**config.mk**
```make
export PLATFORM = sky130hd
export DESIGN_NAME = rvfi_check_sched_flat
export DESIGN_NICKNAME = d
export VERILOG_FILES = /design/src/rtl/rvfi_sched_pkg.sv /design/src/rtl/rvfi_check_sched_if.sv /design/src/rtl/rvfi_sched_rr.sv /design/src/rtl/rvfi_check_sched.sv /design/src/flat_wrapper.sv
export SDC_FILE = /design/constraint.sdc
export NUM_CORES = 1
export LEC_CHECK = 0
export ABC_CLOCK_PERIOD_IN_PS = 2200
export CAP_MARGIN = 20
export CORE_MARGIN = 4
export CORE_UTILIZATION = 51
export DETAILED_ROUTE_END_ITERATION = 6
export GPL_TIMING_DRIVEN = 0
export PLACE_DENSITY = 0.75
export SYNTH_ARGS = -nofsm -noshare
export SYNTH_HDL_FRONTEND = slang
export SYNTH_SLANG_ARGS = --single-unit
```
**constraint.sdc**
```tcl
create_clock -name clock -period 2.2 [get_ports clock]
set_input_delay 0.33 -clock clock [delete_from_list [all_inputs] [get_ports clock]]
set_output_delay 0.33 -clock clock [all_outputs]
set_load 0.02 [all_outputs]
```
**src/rtl/rvfi_sched_pkg.sv**
```systemverilog
// Shared state encoding, counter widths and pair-count saturation helper
// for the rvfi_check_sched trig/check scheduler.
package rvfi_sched_pkg;

  typedef enum logic [2:0] {
    ST_IDLE   = 3'd0,
    ST_SETTLE = 3'd1,
    ST_ARM    = 3'd2,
    ST_HOLD   = 3'd3,
    ST_CHECK  = 3'd4
  } sched_state_e;

  localparam int DLY_W  = 8;
  localparam int TMO_W  = 16;
  localparam int PAIR_W = 16;
  localparam logic [PAIR_W-1:0] PAIR_SAT = 16'hFFFF;

  function automatic logic [PAIR_W-1:0] pair_inc(input logic [PAIR_W-1:0] v);
    if (v == PAIR_SAT) begin
      return v;
    end else begin
      return v + 16'd1;
    end
  endfunction

endpackage

```
**src/rtl/rvfi_check_sched_if.sv**
```systemverilog
// Bundle of enable/retirement inputs and trig/check/status outputs of the
// scheduler; master drives the stimulus side, slave is the scheduler.
import rvfi_sched_pkg::*;

interface rvfi_check_sched_if #(
  parameter int NRET = 1,
  parameter int CW   = 1
);
  logic              enable;
  logic [NRET-1:0]   rvfi_valid;
  logic              trig;
  logic              check;
  logic [CW-1:0]     chan_idx;
  logic              busy;
  logic              timeout;
  logic [PAIR_W-1:0] pair_count;

  modport master (
    output enable, rvfi_valid,
    input  trig, check, chan_idx, busy, timeout, pair_count
  );

  modport slave (
    input  enable, rvfi_valid,
    output trig, check, chan_idx, busy, timeout, pair_count
  );
endinterface

```
**src/rtl/rvfi_sched_rr.sv**
```systemverilog
// Round-robin retirement channel pointer; steps once per advance pulse and
// wraps from NRET-1 back to channel 0.
module rvfi_sched_rr #(
  parameter int NRET = 1,
  parameter int CW   = 1
) (
  input  logic          clock,
  input  logic          resetn,
  input  logic          advance,
  output logic [CW-1:0] chan_idx
);
  logic [CW-1:0] r_ptr;

  always_ff @(posedge clock or negedge resetn) begin
    if (!resetn) begin
      r_ptr <= {CW{1'b0}};
    end else if (advance) begin
      if (r_ptr == CW'(NRET - 1)) begin
        r_ptr <= {CW{1'b0}};
      end else begin
        r_ptr <= r_ptr + CW'(1);
      end
    end else begin
      r_ptr <= r_ptr;
    end
  end

  assign chan_idx = r_ptr;
endmodule

```
**src/rtl/rvfi_check_sched.sv**
```systemverilog
// Schedules trig/check strobe pairs for a formal checker. Define
// RISCV_FORMAL_SCHED_RR_EN for round-robin channels; otherwise the channel is
// fixed at RISCV_FORMAL_CHANNEL_IDX.
`ifndef RISCV_FORMAL_CHANNEL_IDX
`define RISCV_FORMAL_CHANNEL_IDX 0
`endif

module rvfi_check_sched
  import rvfi_sched_pkg::*;
#(
  parameter int NRET        = 1,
  parameter int TRIG_DELAY  = 4,
  parameter int CHECK_DELAY = 8,
  parameter int ARM_TIMEOUT = 64
) (
  input logic              clock,
  input logic              resetn,
  rvfi_check_sched_if.slave bus
);
  localparam int CW = (NRET > 1) ? $clog2(NRET) : 1;

  sched_state_e      r_state;
  logic [DLY_W-1:0]  r_dly;
  logic [TMO_W-1:0]  r_tmo;
  logic              r_check;
  logic              r_busy;
  logic              r_timeout;
  logic [PAIR_W-1:0] r_pairs;
  logic [CW-1:0]     w_chan;
  logic              w_sel;
  logic              w_trig;
  logic              w_expire;

  always_comb begin
    w_sel = 1'b0;
    for (int i = 0; i < NRET; i++) begin
      w_sel = w_sel | ((w_chan == CW'(i)) & bus.rvfi_valid[i]);
    end
  end

  // trig is deliberately combinational so it lines up with the retirement itself
  assign w_trig   = (r_state == ST_ARM) & bus.enable & w_sel;
  assign w_expire = (r_state == ST_ARM) & bus.enable & ~w_sel & (r_tmo <= 16'd1);

`ifdef RISCV_FORMAL_SCHED_RR_EN
  logic w_adv;
  assign w_adv = (r_state == ST_CHECK) | w_expire;

  rvfi_sched_rr #(.NRET(NRET), .CW(CW)) u_rr (
    .clock    (clock),
    .resetn   (resetn),
    .advance  (w_adv),
    .chan_idx (w_chan)
  );
`else
  assign w_chan = CW'(`RISCV_FORMAL_CHANNEL_IDX);
`endif

  always_ff @(posedge clock or negedge resetn) begin
    if (!resetn) begin
      r_state   <= ST_IDLE;
      r_dly     <= {DLY_W{1'b0}};
      r_tmo     <= {TMO_W{1'b0}};
      r_check   <= 1'b0;
      r_busy    <= 1'b0;
      r_timeout <= 1'b0;
      r_pairs   <= {PAIR_W{1'b0}};
    end else begin
      r_check <= 1'b0;
      case (r_state)
        ST_IDLE: begin
          if (bus.enable) begin
            r_state <= ST_SETTLE;
            r_busy  <= 1'b1;
            r_dly   <= DLY_W'(TRIG_DELAY);
          end else begin
            r_busy  <= 1'b0;
          end
        end
        ST_SETTLE: begin
          if (!bus.enable) begin
            r_state <= ST_IDLE;
            r_busy  <= 1'b0;
          end else if (r_dly == 8'd0) begin
            r_state <= ST_ARM;
            r_tmo   <= TMO_W'(ARM_TIMEOUT);
          end else begin
            r_dly   <= r_dly - 8'd1;
          end
        end
        ST_ARM: begin
          if (!bus.enable) begin
            r_state <= ST_IDLE;
            r_busy  <= 1'b0;
          end else if (w_trig) begin
            // HOLD spans CHECK_DELAY cycles so check lands CHECK_DELAY+1 after trig
            if (CHECK_DELAY == 0) begin
              r_state <= ST_CHECK;
              r_check <= 1'b1;
            end else begin
              r_state <= ST_HOLD;
              r_dly   <= DLY_W'(CHECK_DELAY - 1);
            end
          end else if (w_expire) begin
            r_timeout <= 1'b1;
            r_tmo     <= {TMO_W{1'b0}};
            r_state   <= ST_SETTLE;
            r_dly     <= DLY_W'(TRIG_DELAY);
          end else begin
            r_tmo     <= r_tmo - 16'd1;
          end
        end
        ST_HOLD: begin
          if (r_dly == 8'd0) begin
            r_state <= ST_CHECK;
            r_check <= 1'b1;
          end else begin
            r_dly   <= r_dly - 8'd1;
          end
        end
        ST_CHECK: begin
          r_pairs <= pair_inc(r_pairs);
          if (bus.enable) begin
            r_state <= ST_SETTLE;
            r_dly   <= DLY_W'(TRIG_DELAY);
          end else begin
            r_state <= ST_IDLE;
            r_busy  <= 1'b0;
          end
        end
        default: begin
          r_state <= ST_IDLE;
          r_busy  <= 1'b0;
        end
      endcase
    end
  end

  assign bus.trig       = w_trig;
  assign bus.check      = r_check;
  assign bus.chan_idx   = w_chan;
  assign bus.busy       = r_busy;
  assign bus.timeout    = r_timeout;
  assign bus.pair_count = r_pairs;
endmodule
```
**src/flat_wrapper.sv**
```systemverilog
// flat-port wrapper written by rule: the top's interface ports become plain ports
module rvfi_check_sched_flat import rvfi_sched_pkg::*;
#(
  parameter int NRET        = 1,
  parameter int TRIG_DELAY  = 4,
  parameter int CHECK_DELAY = 8,
  parameter int ARM_TIMEOUT = 64
)
  (clock, resetn, bus_enable, bus_rvfi_valid, bus_trig, bus_check, bus_chan_idx, bus_busy, bus_timeout, bus_pair_count);
  rvfi_check_sched_if #(.NRET(NRET)) bus_i ();
  input logic clock;
  input logic resetn;
  input wire logic [$bits(bus_i.enable)-1:0] bus_enable;
  input wire logic [$bits(bus_i.rvfi_valid)-1:0] bus_rvfi_valid;
  output wire logic [$bits(bus_i.trig)-1:0] bus_trig;
  output wire logic [$bits(bus_i.check)-1:0] bus_check;
  output wire logic [$bits(bus_i.chan_idx)-1:0] bus_chan_idx;
  output wire logic [$bits(bus_i.busy)-1:0] bus_busy;
  output wire logic [$bits(bus_i.timeout)-1:0] bus_timeout;
  output wire logic [$bits(bus_i.pair_count)-1:0] bus_pair_count;
  assign bus_i.enable = bus_enable;
  assign bus_i.rvfi_valid = bus_rvfi_valid;
  assign bus_trig = bus_i.trig;
  assign bus_check = bus_i.check;
  assign bus_chan_idx = bus_i.chan_idx;
  assign bus_busy = bus_i.busy;
  assign bus_timeout = bus_i.timeout;
  assign bus_pair_count = bus_i.pair_count;
  rvfi_check_sched #(.NRET(NRET), .TRIG_DELAY(TRIG_DELAY), .CHECK_DELAY(CHECK_DELAY), .ARM_TIMEOUT(ARM_TIMEOUT)) u_core (.clock(clock), .resetn(resetn), .bus(bus_i));
endmodule
```
==> results.yml <==
placed_design:
  pre_cts_slack_ns: -0.587
  place_congestion: 0.835
  place_hpwl_mm: 3.55
  port_buffers: 23
  numPlacedInstances: 345
  dpl_cell_area_um2: 2850
setup_path:
  worst-r2r-cell-count: 7
  start_kind: "flop"
  end_kind: "flop"
  reg2reg_from: "u_core.r_dly[5]"
  r2r_slack_ns: -0.14
  worst_ep_required_time_ns: 2.39
  crit_path_max_fanout: 8
  arrival_ns: 2.52
  critPathCapture: "u_core.r_dly[2]"
  crit_path_start: "u_core.r_dly[5]"
  r2r-end: "u_core.r_dly[2]"
  path_class: "reg2reg"
global_routing:
  grt_antenna_before_repair: 0
  grt_overflow_total: 0
  grt_first_pass_wirelength_mm: 9.87
  grt_pass1_vias: 2069
  grt_max_degree: 32
  grt_util_all_layers: 0.202
synth:
  yosysWarnings: 0
  syn_inst: 254
  synth.avg_cell_area_um2: 9.74
  yosysSeqAreaShare: 0.465
  synthTopCellsByArea: "dfrtp_1 (47%), xnor2_1 (4.2%), a21oi_1 (3.6%), nand2_1 (3.0%), nand3_1 (2.6%)"
  ys_async_sr_fraction: 1.00
  syn-cell-area_um2: 2470
  ys_types: 57
  yosys_most_used_dff: "dfrtp_1"
  synth_edf_count: 0
  ys_ff_latch: 46
  syn_nets: 263
  synth_top_area_cell: "dfrtp_1"
  synth_top_area_share: 0.465
timing:
  setup_viol: 26
  hold_slack_ns: 0.466
  setup_ws_ns: -0.135
  final_max_slew_viol_count: 0
  post-route-min-period_ns: 2.34
  rsz0062_at_grt: "yes"
  hold_violations: 0
  worstMarginPinSlew_ns: 0.671
  period_share: 1.06
  fin_skew_ns: 0.00491
  max_slew_margin: 0.549
  clock.fmax_mhz: 428
clock_tree:
  cts_tree: "done"
  cts-root-buf: "clkbuf_8"
  numCtsBuffers: 5
  cts_sinks: 46
  insertion_delay_ns: 0.29
  clk_path_buf_depth: 2
  htree_num_levels: 2
  clk_pin_slew_ns: 0.09
die:
  dieArea_um2: 6030
  core_um2: 4720
  die_y_um: 77.7
  num_io_pins: 25
  die_w_um: 77.7
  rows: 25
  start_util: 0.524
cells_and_area:
  antenna_cells: 0
  layoutNonFillerInstCount: 373
  layout_common_cells: "dfrtp_1 (46), clkdlybuf4s50_1 (21), nand2_1 (18)"
  final_area_um2: 3430
  mostFrequentLayoutCell: "dfrtp_1"
  fillers: 326
  drive_gt1_frac: 0.248
  synthToLayoutAreaGrowth_pct: 38.5
  nets: 314
hold_path:
  hold_class: "in2async"
power:
  power_leakage_nw: 1.49
  power_density_nw_per_um2: 1000
  total_power_mw: 3.44
  max-vdd-ir-drop_mv: 0.705
outcome:
  outcome: "finished, violations left"
  failed_checks: "negative setup slack"
routing:
  num_vias: 2150
  wl_mm: 6.05
  routedWlPerCell_um: 16.2
  drtAntennaViolNets: 0
  drt-initial-drc-count: 117
  viasPerCell: 5.76
  dr.pass1.iters: 4
  drc: 0
run:
  maxCapViolCount: 0
==> stage by stage <==
step	utilization	TNS, ns
2_1_floorplan	-	-1.08
3_3_place_gp	0.601	-31.63
3_5_place_dp	0.604	-10.79
4_1_cts	0.677	-1.71
5_1_grt	0.726	-3.41
6_report	0.726	-1.71
==> cell families after synthesis <==
family / share of synthesized area
AO/OA/AOI/OAI: 0.189
XOR/XNOR: 0.0531
adder cells (fa/ha/maj): 0.0293
buffers and inverters: 0.0334
flip-flops: 0.465
multiplexers: 0.00859
other: 0.00152
AND/OR/NAND/NOR: 0.220
==> metal layers <==
metal	up-vias	GRT usage	wire length, um
met1	1058	0.274	2660
met3	6	0.0476	189
li1	1046	-	-
met2	40	0.317	3140
met4	0	0.0694	52
met5	-	0	0
==> area by class of cell <==
type / instances / area [um^2] / area share
Clock buffer: 7 / 76.3 / 0.0223
Clock inverter: 1 / 30.0 / 0.00876
Sequential cell: 46 / 1150 / 0.336
Multi-Input combinational cell: 190 / 1510 / 0.440
Tap cell: 67 / 83.8 / 0.0245
Timing Repair Buffer: 45 / 470 / 0.137
Inverter: 9 / 33.8 / 0.00986
Buffer: 8 / 72.6 / 0.0212
==> state kept, by name, indices dropped and copies added, names as in the netlist <==
name and cells:
u_core.bus.pair_count 16, u_core.r_tmo 16, u_core.r_dly 8, u_core.r_state 3
u_core.bus.busy 1, u_core.bus.check 1, u_core.bus.timeout 1
==> Yosys cell counts, types with 2 or more instances <==
| cell | instances |
|---|---|
| or3_1 | 3 |
| nor2_1 | 16 |
| o32a_1 | 2 |
| nor3_1 | 8 |
| nand3_1 | 13 |
| inv_1 | 9 |
| o31ai_1 | 3 |
| nand4_1 | 8 |
| dfrtp_1 | 46 |
| or4_1 | 3 |
| xnor2_1 | 12 |
| a21o_1 | 3 |
| nor4_1 | 3 |
| nand2b_1 | 7 |
| o211ai_1 | 2 |
| o21ai_0 | 11 |
| o31ai_2 | 2 |
| a31oi_1 | 6 |
| buf_2 | 3 |
| a22o_1 | 2 |
| o21a_1 | 2 |
| and3_1 | 8 |
| o311a_1 | 2 |
| ha_1 | 5 |
| clkbuf_1 | 4 |
| and4_1 | 2 |
| xor2_1 | 3 |
| a21oi_1 | 18 |
| nand2_1 | 20 |
==> critical path, cell delays in order (launching register included) <==
cell,delay [ns]
dfrtp_1,0.38
or4_4,0.55
or4b_4,0.52
buf_6,0.14
a22oi_2,0.18
buf_4,0.16
a21oi_4,0.05
a22o_1,0.24
==> power by group <==
part	switching (mW)	internal, mW
combinational	0.810	0.677
sequential	0.281	1.05
clock	0.286	0.340
==> what timing repair did <==
| action | in CTS | in global routing |
|---|---|---|
| buffers inserted | 11 | 6 |
| hold buffers | 1 | 0 |
| hold endpoints to repair | 15 | 0 |
| gates cloned | 1 | 2 |
| resized for setup | 32 | 27 |
| pin swaps | 12 | 10 |
| setup endpoints to repair | 27 | 30 |
==> worst min path at each step <==
stage               slack [ns]            endpoint
finish                    0.47     u_core.r_dly[4]
global route              0.51     u_core.r_dly[4]
detailed placement        0.27     u_core.r_dly[4]
CTS                       0.48     u_core.r_dly[4]
floorplan                 0.03     u_core.bus.busy
global placement          0.48  u_core.bus.timeout
Note: power is estimated with default switching activity, not from simulation.
